==> src/rtl/vec_fir_mac.sv <==
// rtl/vec_fir_mac.sv - pipelined SIMD dot-product multiply-accumulate stage for the FIR datapath
//
// Three register stages: lane products, 4-lane partial sums, then dot-product
// accumulation with rescale/saturation into a register-file write word.
//
// Ports:
//   clk, rst               clock; asynchronous active-high reset
//   in_valid/in_ready      input beat handshake (in_ready = !stall)
//   in_first/in_last       beat starts / ends a sum
//   va, vb                 sample and coefficient vectors, [lanes][bits], signed lanes
//   out_valid/out_ready    result handshake
//   acc_out                full-precision accumulated sum
//   wd_out                 write word, lane 0 = saturated (acc >>> SHIFT), other lanes 0
//   sat_flag               lane 0 was clamped
module vec_fir_mac #(
  parameter int VECTORSPERREG = 16,
  parameter int DATAWIDTH     = 8,
  parameter int ACCWIDTH      = 32,
  parameter int SHIFT         = 7
) (
  input  logic                                     clk,
  input  logic                                     rst,
  input  logic                                     in_valid,
  output logic                                     in_ready,
  input  logic                                     in_first,
  input  logic                                     in_last,
  input  logic [VECTORSPERREG-1:0][DATAWIDTH-1:0]  va,
  input  logic [VECTORSPERREG-1:0][DATAWIDTH-1:0]  vb,
  output logic                                     out_valid,
  input  logic                                     out_ready,
  output logic [ACCWIDTH-1:0]                      acc_out,
  output logic [VECTORSPERREG-1:0][DATAWIDTH-1:0]  wd_out,
  output logic                                     sat_flag
);

  localparam int PW     = 2 * DATAWIDTH;
  localparam int SW     = PW + 2;
  localparam int GROUPS = VECTORSPERREG / 4;

  localparam logic signed [ACCWIDTH-1:0] SAT_MAX = ACCWIDTH'((1 << (DATAWIDTH - 1)) - 1);
  localparam logic signed [ACCWIDTH-1:0] SAT_MIN = -SAT_MAX - 1;

  logic stall;

  // The only backpressure is a held, untaken result; all stages freeze together.
  assign stall    = out_valid && !out_ready;
  assign in_ready = !stall;

  // Stage 1 registers: lane products plus tags
  logic                            s1_valid, s1_first, s1_last;
  logic [VECTORSPERREG-1:0][PW-1:0] prod_c, s1_prod;

  // Stage 2 registers: partial sums plus tags
  logic                        s2_valid, s2_first, s2_last;
  logic [GROUPS-1:0][SW-1:0]   part_c, s2_part;

  // Stage 3 state
  logic signed [ACCWIDTH-1:0]  acc, dot_c, acc_next, shifted;
  logic [DATAWIDTH-1:0]        lane_c;
  logic                        sat_c;
  logic [VECTORSPERREG-1:0][DATAWIDTH-1:0] wd_c;

  always_comb begin
    prod_c = '0;
    for (int i = 0; i < VECTORSPERREG; i++) begin
      prod_c[i] = PW'($signed(va[i])) * PW'($signed(vb[i]));
    end
  end

  always_comb begin
    part_c = '0;
    for (int g = 0; g < GROUPS; g++) begin
      for (int k = 0; k < 4; k++) begin
        part_c[g] = part_c[g] + SW'($signed(s1_prod[4*g+k]));
      end
    end
  end

  always_comb begin
    dot_c = '0;
    for (int g = 0; g < GROUPS; g++) begin
      dot_c = dot_c + ACCWIDTH'($signed(s2_part[g]));
    end
    // Wraps modulo 2^ACCWIDTH by construction.
    acc_next = (s2_first ? '0 : acc) + dot_c;
    shifted  = acc_next >>> SHIFT;

    sat_c  = 1'b0;
    lane_c = shifted[DATAWIDTH-1:0];
    if (shifted > SAT_MAX) begin
      lane_c = SAT_MAX[DATAWIDTH-1:0];
      sat_c  = 1'b1;
    end else if (shifted < SAT_MIN) begin
      lane_c = SAT_MIN[DATAWIDTH-1:0];
      sat_c  = 1'b1;
    end

    wd_c    = '0;
    wd_c[0] = lane_c;
  end

  always_ff @(posedge clk or posedge rst) begin
    if (rst) begin
      s1_valid  <= 1'b0;
      s1_first  <= 1'b0;
      s1_last   <= 1'b0;
      s1_prod   <= '0;
      s2_valid  <= 1'b0;
      s2_first  <= 1'b0;
      s2_last   <= 1'b0;
      s2_part   <= '0;
      acc       <= '0;
      out_valid <= 1'b0;
      acc_out   <= '0;
      wd_out    <= '0;
      sat_flag  <= 1'b0;
    end else if (!stall) begin
      s1_valid <= in_valid;
      s1_first <= in_first;
      s1_last  <= in_last;
      if (in_valid) begin
        s1_prod <= prod_c;
      end

      s2_valid <= s1_valid;
      s2_first <= s1_first;
      s2_last  <= s1_last;
      if (s1_valid) begin
        s2_part <= part_c;
      end

      // Not stalled means either nothing is pending or it is being taken now,
      // so out_valid simply follows whether a sum completes on this edge.
      out_valid <= s2_valid && s2_last;

      if (s2_valid) begin
        if (s2_last) begin
          acc      <= '0;
          acc_out  <= acc_next;
          wd_out   <= wd_c;
          sat_flag <= sat_c;
        end else begin
          acc <= acc_next;
        end
      end
    end
  end

endmodule

==> config.mk <==
export PLATFORM = sky130hd
export DESIGN_NAME = vec_fir_mac
export DESIGN_NICKNAME = d
export VERILOG_FILES = /design/src/rtl/vec_fir_mac.sv
export SDC_FILE = /design/constraint.sdc
export NUM_CORES = 2
export LEC_CHECK = 0
export BUFFER_PORTS_ARGS = -buffer_cell sky130_fd_sc_hd__buf_2
export CORE_MARGIN = 2
export CORE_UTILIZATION = 65
export CTS_CLUSTER_SIZE = 25
export DETAILED_ROUTE_END_ITERATION = 6
export GPL_TIMING_DRIVEN = 0
export PLACE_DENSITY = 0.9
export SLEW_MARGIN = 40
export SYNTH_ARGS = -nofsm -noshare
export SYNTH_HDL_FRONTEND = slang
export SYNTH_SLANG_ARGS = --single-unit
export TNS_END_PERCENT = 100
==> constraint.sdc <==
create_clock -name clk -period 18.6 [get_ports clk]
set_input_delay 0.93 -clock clk [delete_from_list [all_inputs] [get_ports clk]]
set_output_delay 0.93 -clock clk [all_outputs]
set_load 0.05 [all_outputs]
# Word level (Yosys, flattened, before mapping)
# Cells that the tools add are included.
[word_totals]
regBits = 408
latch_bits = 0
ramBits = 0
rom_bits = 0
input_bits = 262
out_inout_bits = 163
elab_cells = 80
memories = 0
[classes]
n_addsub = 16
n_mul = 16
n_div = 0
order_cmp = 2
eq_ne = 0
n_shift = 0
mux = 6
n_bitwise = 1
reduce_logical = 8
[op_table]
columns = ["cell", "count"]
rows = [
  ["multiplier 8 x 8 -> 16 bit", 16],
  ["adder 17 x 16 -> 18 bit", 4],
  ["adder 18 bit", 4],
  ["adder 16 x 16 -> 17 bit", 4],
  ["2-to-1 mux 32 bit", 2],
  ["adder 32 bit", 1],
  ["> comparator 25 x 8 -> 1 bit, second input constant", 1],
  ["less-than comparator 25 x 8 -> 1 bit, second input constant", 1],
  ["adder 20 x 18 -> 21 bit", 1],
  ["adder 19 x 18 -> 20 bit", 1],
  ["adder 18 x 18 -> 19 bit", 1],
  ["2-to-1 mux 8 bit", 2],
  ["AND reduction 2 bit", 3],
  ["AND reduction 3 bit", 1],
  ["logical AND 1 bit", 2],
  ["zero test 1 bit", 2],
  ["2-to-1 mux 1 bit", 2],
  ["inverter 1 bit", 1],
]

# Longest topological paths before layout
[logic_depth]
depth_word = 7
mapped_depth = 33
ltp_nobuf = 32

# Worst setup path before layout
# Ideal clock, no wire load.
[synth_timing]
path_kind = "register to register"
startpoint = "register s2_part[1] (netlist name)"
endpoint = "register sat_flag"
setup_ps = 124
arrival_ps = 7003
setup_slack_ps = 11473
stages_incl_launch_ff = 33
synth_period_minus_slack_ps = 7127
cell_sequence = "dfrtp_1 inv_1 fa_1 inv_1 fa_1 ha_1 inv_1 fa_1 nor2b_1 o21ai_0 a21boi_0 o21ai_0 a21boi_0 o21ai_0 a21boi_0 o21ai_0 a21oi_1 a21o_1 a21oi_1 xnor2_1 ha_1 a21o_1 a211oi_1 o21bai_1 a21oi_1 a32oi_1 o31ai_2 o31ai_1 or3_1 or3_1 or4_4 o311a_4 a211o_1"
[synth_via]
elab_chain_len = 7
word_cells_on_any_way = 8
cone_classes = "4 x add/sub; 2 x order compare; 2 x mux"
[synth_lines]
columns = ["item", "line_no", "text"]
rows = [
  ["from (decl)", "55", "logic [GROUPS-1:0][SW-1:0] part_c, s2_part;"],
  ["from (signal assigned)", "129", "s2_part <= part_c;"],
  ["adder 18 x 18 -> 19 bit (*)", "82", "dot_c = dot_c + ACCWIDTH'($signed(s2_part[g]));"],
  ["adder 19 x 18 -> 20 bit (*)", "82", ""],
  ["adder 20 x 18 -> 21 bit (*)", "82", ""],
  ["adder 32 bit (*)", "85", "acc_next = (s2_first ? '0 : acc) + dot_c;"],
  ["less-than comparator 25 x 8 -> 1 bit", "93", "end else if (shifted < SAT_MIN) begin"],
  ["2-to-1 mux 1 bit", "93", ""],
  ["2-to-1 mux 1 bit (*)", "90", "if (shifted > SAT_MAX) begin"],
  ["to (signal assigned)", "141", "sat_flag <= sat_c;"],
  ["to (decl)", "33", "output logic sat_flag"],
]
# Mark *: on every way between the ends. The rest lies on a longest branch, timed or not.
# A chain may end at the register's enable or synchronous reset.

# Worst setup path in the final report
[layout_timing]
startpoint = "register s2_part[19] (netlist name)"
endpoint = "register wd_out[0] (netlist name)"
[layout_via]
elab_chain_len = 7
word_cells_on_any_way = 8
cone_classes = "4 x add/sub; 2 x order compare; 2 x mux"
[layout_lines]
columns = ["item", "line_no", "text"]
rows = [
  ["adder 18 x 18 -> 19 bit (*)", "82", ""],
  ["adder 19 x 18 -> 20 bit (*)", "82", ""],
  ["adder 20 x 18 -> 21 bit (*)", "82", ""],
  ["adder 32 bit (*)", "85", ""],
  ["less-than comparator 25 x 8 -> 1 bit", "93", ""],
  ["2-to-1 mux 8 bit", "93", ""],
  ["2-to-1 mux 8 bit (*)", "90", ""],
  ["to (signal assigned)", "140", "wd_out <= wd_c;"],
  ["to (decl)", "32", "output logic [VECTORSPERREG-1:0][DATAWIDTH-1:0] wd_out,"],
]
# Marks and branches as above.

==> run metrics <==
placed wire-length estimate=around 130 mm; drt wl/cell=about 18 µm; clock root cell=clkbuf_16; setup TNS=0 ns; Critical Path Max Stage Delay=between 0.5 and 0.6 ns; Crit Path Max Fanout=7; unrepaired setup endpoints after global routing=no; Syn. warnings=0; pre-CTS WS=a little over 10 ns; drt pass-1 iters=7; initial core utilization=between 60 and 70%; largest net degree at the start of global routing=85; Max-slew headroom=42.8%; Post-Route Skew=roughly 0.019 ns; fin worst setup slack=around 10 ns; number of flops mapped to enable cells by yosys=0; antenna violations before repair=12; number of port buffers=about 290; Final setup violation count=0; Crit-path slowest cell=a2111oi_4; fin. max-slew vios=0; # nets final=around 9000; Num CTS Buffers=44; Via density=5.61; CTS clock-pin slew for the worst setup and hold paths=0.06 ns; crit path DAT=around 9 ns; Worst-Skew Late Latency=roughly 0.58 ns; status=finished, violations left; Worst setup SP type=flip-flop; hold-fix buffer count after cts=0; r2r setup slk=approximately 10 ns; Syn-to-layout area delta=8.06%; cell area after synthesis=~62000 µm²; ANT nets after route=0; number of global-route vias before repair=50700; Cells after Synth=6574; H-tree levels=2; drt drc=2; final hold vios=0; Hold/Removal Path Class=in -> async; gr usage total=about a third; Core ar.=95200 µm²; Post-Route WL=about 150 mm; # clock sinks=roughly 410; GPL Wtd Cong=~0.94; global-route wire length before repair=approximately 250 mm; Ports=roughly 430; CTS tree=built; crit path capture type=flip-flop; setup bufs post-CTS=0; Die Ht=about 310 µm; failing checks=DRC; CP required=roughly 19 ns; layout cell share with drive strength beyond 1=between 8 and 9%; Die X-Extent=314 µm; FFs w/ async S/R, synth=100%; Most used DFF post-synth=dfrtp_1; most used cell, CP=o21ai_0; fmax=approximately 0.12 GHz; synthesized flop and latch total=408; remaining global-route overflow=0; DR iter-0 viols=between 3000 and 4000; Std-Cell Rows=113; post-layout min period=between 8 and 9 ns; post_cts resized=0; Netlist cell types=between 80 and 90; MaxCap Viol Count=0; kind of critical path=reg -> reg; period utilization=a little under half; Longest Clk Path Bufs=3; mean post-synth cell area=roughly 9.5 µm²; Slew @ Worst Pin=around 0.86 ns; Vias=approximately 47000; Die Footprint=98600 µm²; post-synthesis sequential area ratio=between 15 and 20%
## cells by family (layout without fill, tap and decap cells)
group                    after synthesis  count (layout)  synth area share, %
multiplexers                          72              72                 1.30
XOR/XNOR                             345             345                 4.84
other                                  1             129              0.00600
AO/OA/AOI/OAI                        868             868                 8.35
AND/OR/NAND/NOR                     1747            1747                 14.2
adder cells (fa/ha/maj)             1627            1627                 45.2
flip-flops                           408             408                 16.3
buffers and inverters               1506            1881                 9.79
## per-layer routing
layer	GRT usage [%]	vias up	wire length [µm]
met5	0	-	45
met4	13.1	8	7140
met3	4.50	430	10200
met2	55.8	1846	77000
met1	39.8	23500	57200
li1	-	21000	-
## cells in the mapped netlist, types with 3 or more instances
cell type	n	area (µm²)
inv_1	1279	4800
fa_1	1050	21000
nand2_1	734	2760
and2_1	601	3760
ha_1	577	7220
dfrtp_1	408	10200
o21ai_0	390	1950
xnor2_1	248	2170
a21oi_1	193	966
nand2b_1	140	876
buf_4	122	916
xor2_1	97	850
clkbuf_1	95	357
nor2_1	92	345
mux2_2	69	777
a21o_1	60	450
o21bai_1	57	428
nor2b_1	55	344
nor3_1	35	175
o31ai_1	28	210
and3_1	27	169
nand3_1	26	130
a211oi_1	22	165
a22o_1	15	131
a31oi_1	12	75.1
o211ai_1	9	67.6
a21boi_0	8	60.1
buf_1	7	26.3
o21a_1	7	52.6
o21ai_1	7	35.0
or3_1	7	43.8
a221o_1	6	60.1
nand4_1	6	37.5
nor4_1	6	37.5
o2111ai_1	5	43.8
o22ai_1	5	31.3
or2_2	5	31.3
o311ai_0	4	35.0
a211oi_2	3	37.5
a311oi_1	3	26.3
a31o_2	3	26.3
o211a_1	3	30.0
o2bb2ai_1	3	26.3
## final timing paths
path	start	to	cells after the start
min in group clk	acc[2]	acc[2]	2
worst max-delay path	s2_part[19]	wd_out[0]	30
max in group asynchronous	rst	s1_prod[78]	5
worst min-delay path	rst	acc_out[25]	2
worst min register to register	acc[2]	acc[2]	2
worst max register to register	s2_part[19]	wd_out[0]	30
## layout by cell type (no fill, tap or decap), drive strengths merged, types with 7 or more instances in the layout
| master | instances |
|---|---|
| inv | 1281 |
| fa | 1050 |
| nand2 | 734 |
| and2 | 601 |
| ha | 577 |
| buf | 426 |
| dfrtp | 408 |
| o21ai | 398 |
| xnor2 | 248 |
| a21oi | 194 |
| clkbuf | 156 |
| nand2b | 140 |
| conb | 120 |
| xor2 | 97 |
| nor2 | 93 |
| mux2 | 70 |
| a21o | 61 |
| o21bai | 57 |
| nor2b | 55 |
| nor3 | 37 |
| o31ai | 29 |
| and3 | 27 |
| nand3 | 26 |
| a211oi | 26 |
| a22o | 15 |
| a31oi | 14 |
| diode | 9 |
| o211ai | 9 |
| a21boi | 9 |
| clkinv | 9 |
| clkinvlp | 8 |
| o21a | 8 |
| or3 | 7 |
| nand4 | 7 |
| nor4 | 7 |
## stage by stage
step	instances	utilization [%]	hold slack (ns)	instance area (µm²)
finish	8342	71.0	0.368	67500
global route	8341	71.0	0.400	67500
CTS	8333	70.9	0.361	67500
detailed placement	8255	69.5	0.458	66100
global placement	8250	69.3	0.453	66000
floorplan	6693	-	0.441	62900
## worst max-delay path, delay by kind of cell (launching register included)
kind	cells	cell delay (ns)
AO/OA/AOI/OAI	13	3.22
adder cells (fa/ha/maj)	5	2.14
AND/OR/NAND/NOR	7	2.01
flip-flops	1	0.35
multiplexers	1	0.29
buffers and inverters	3	0.25
XOR/XNOR	1	0.13
## layout make-up
type,count,area (µm²)
buffer,226,1320
inverter,1280,4810
multi-input combinational,4779,46600
clock inverter,19,148
tap,1265,1580
antenna,9,22.5
clock buffer,59,1220
sequential,408,10200
timing repair buffer,297,1600
fill,6652,27600
## state kept, by name, summed over array words and instances (netlist names)
register,flops
wd_out,8
s2_last,1
s2_first,1
s2_part,72
acc,32
s2_valid,1
acc_out,32
s1_first,1
out_valid,1
sat_flag,1
s1_last,1
s1_prod,256
s1_valid,1
Power is not shown: default switching activity piles up to over one toggle a cycle in this logic, so the estimate is an artifact.
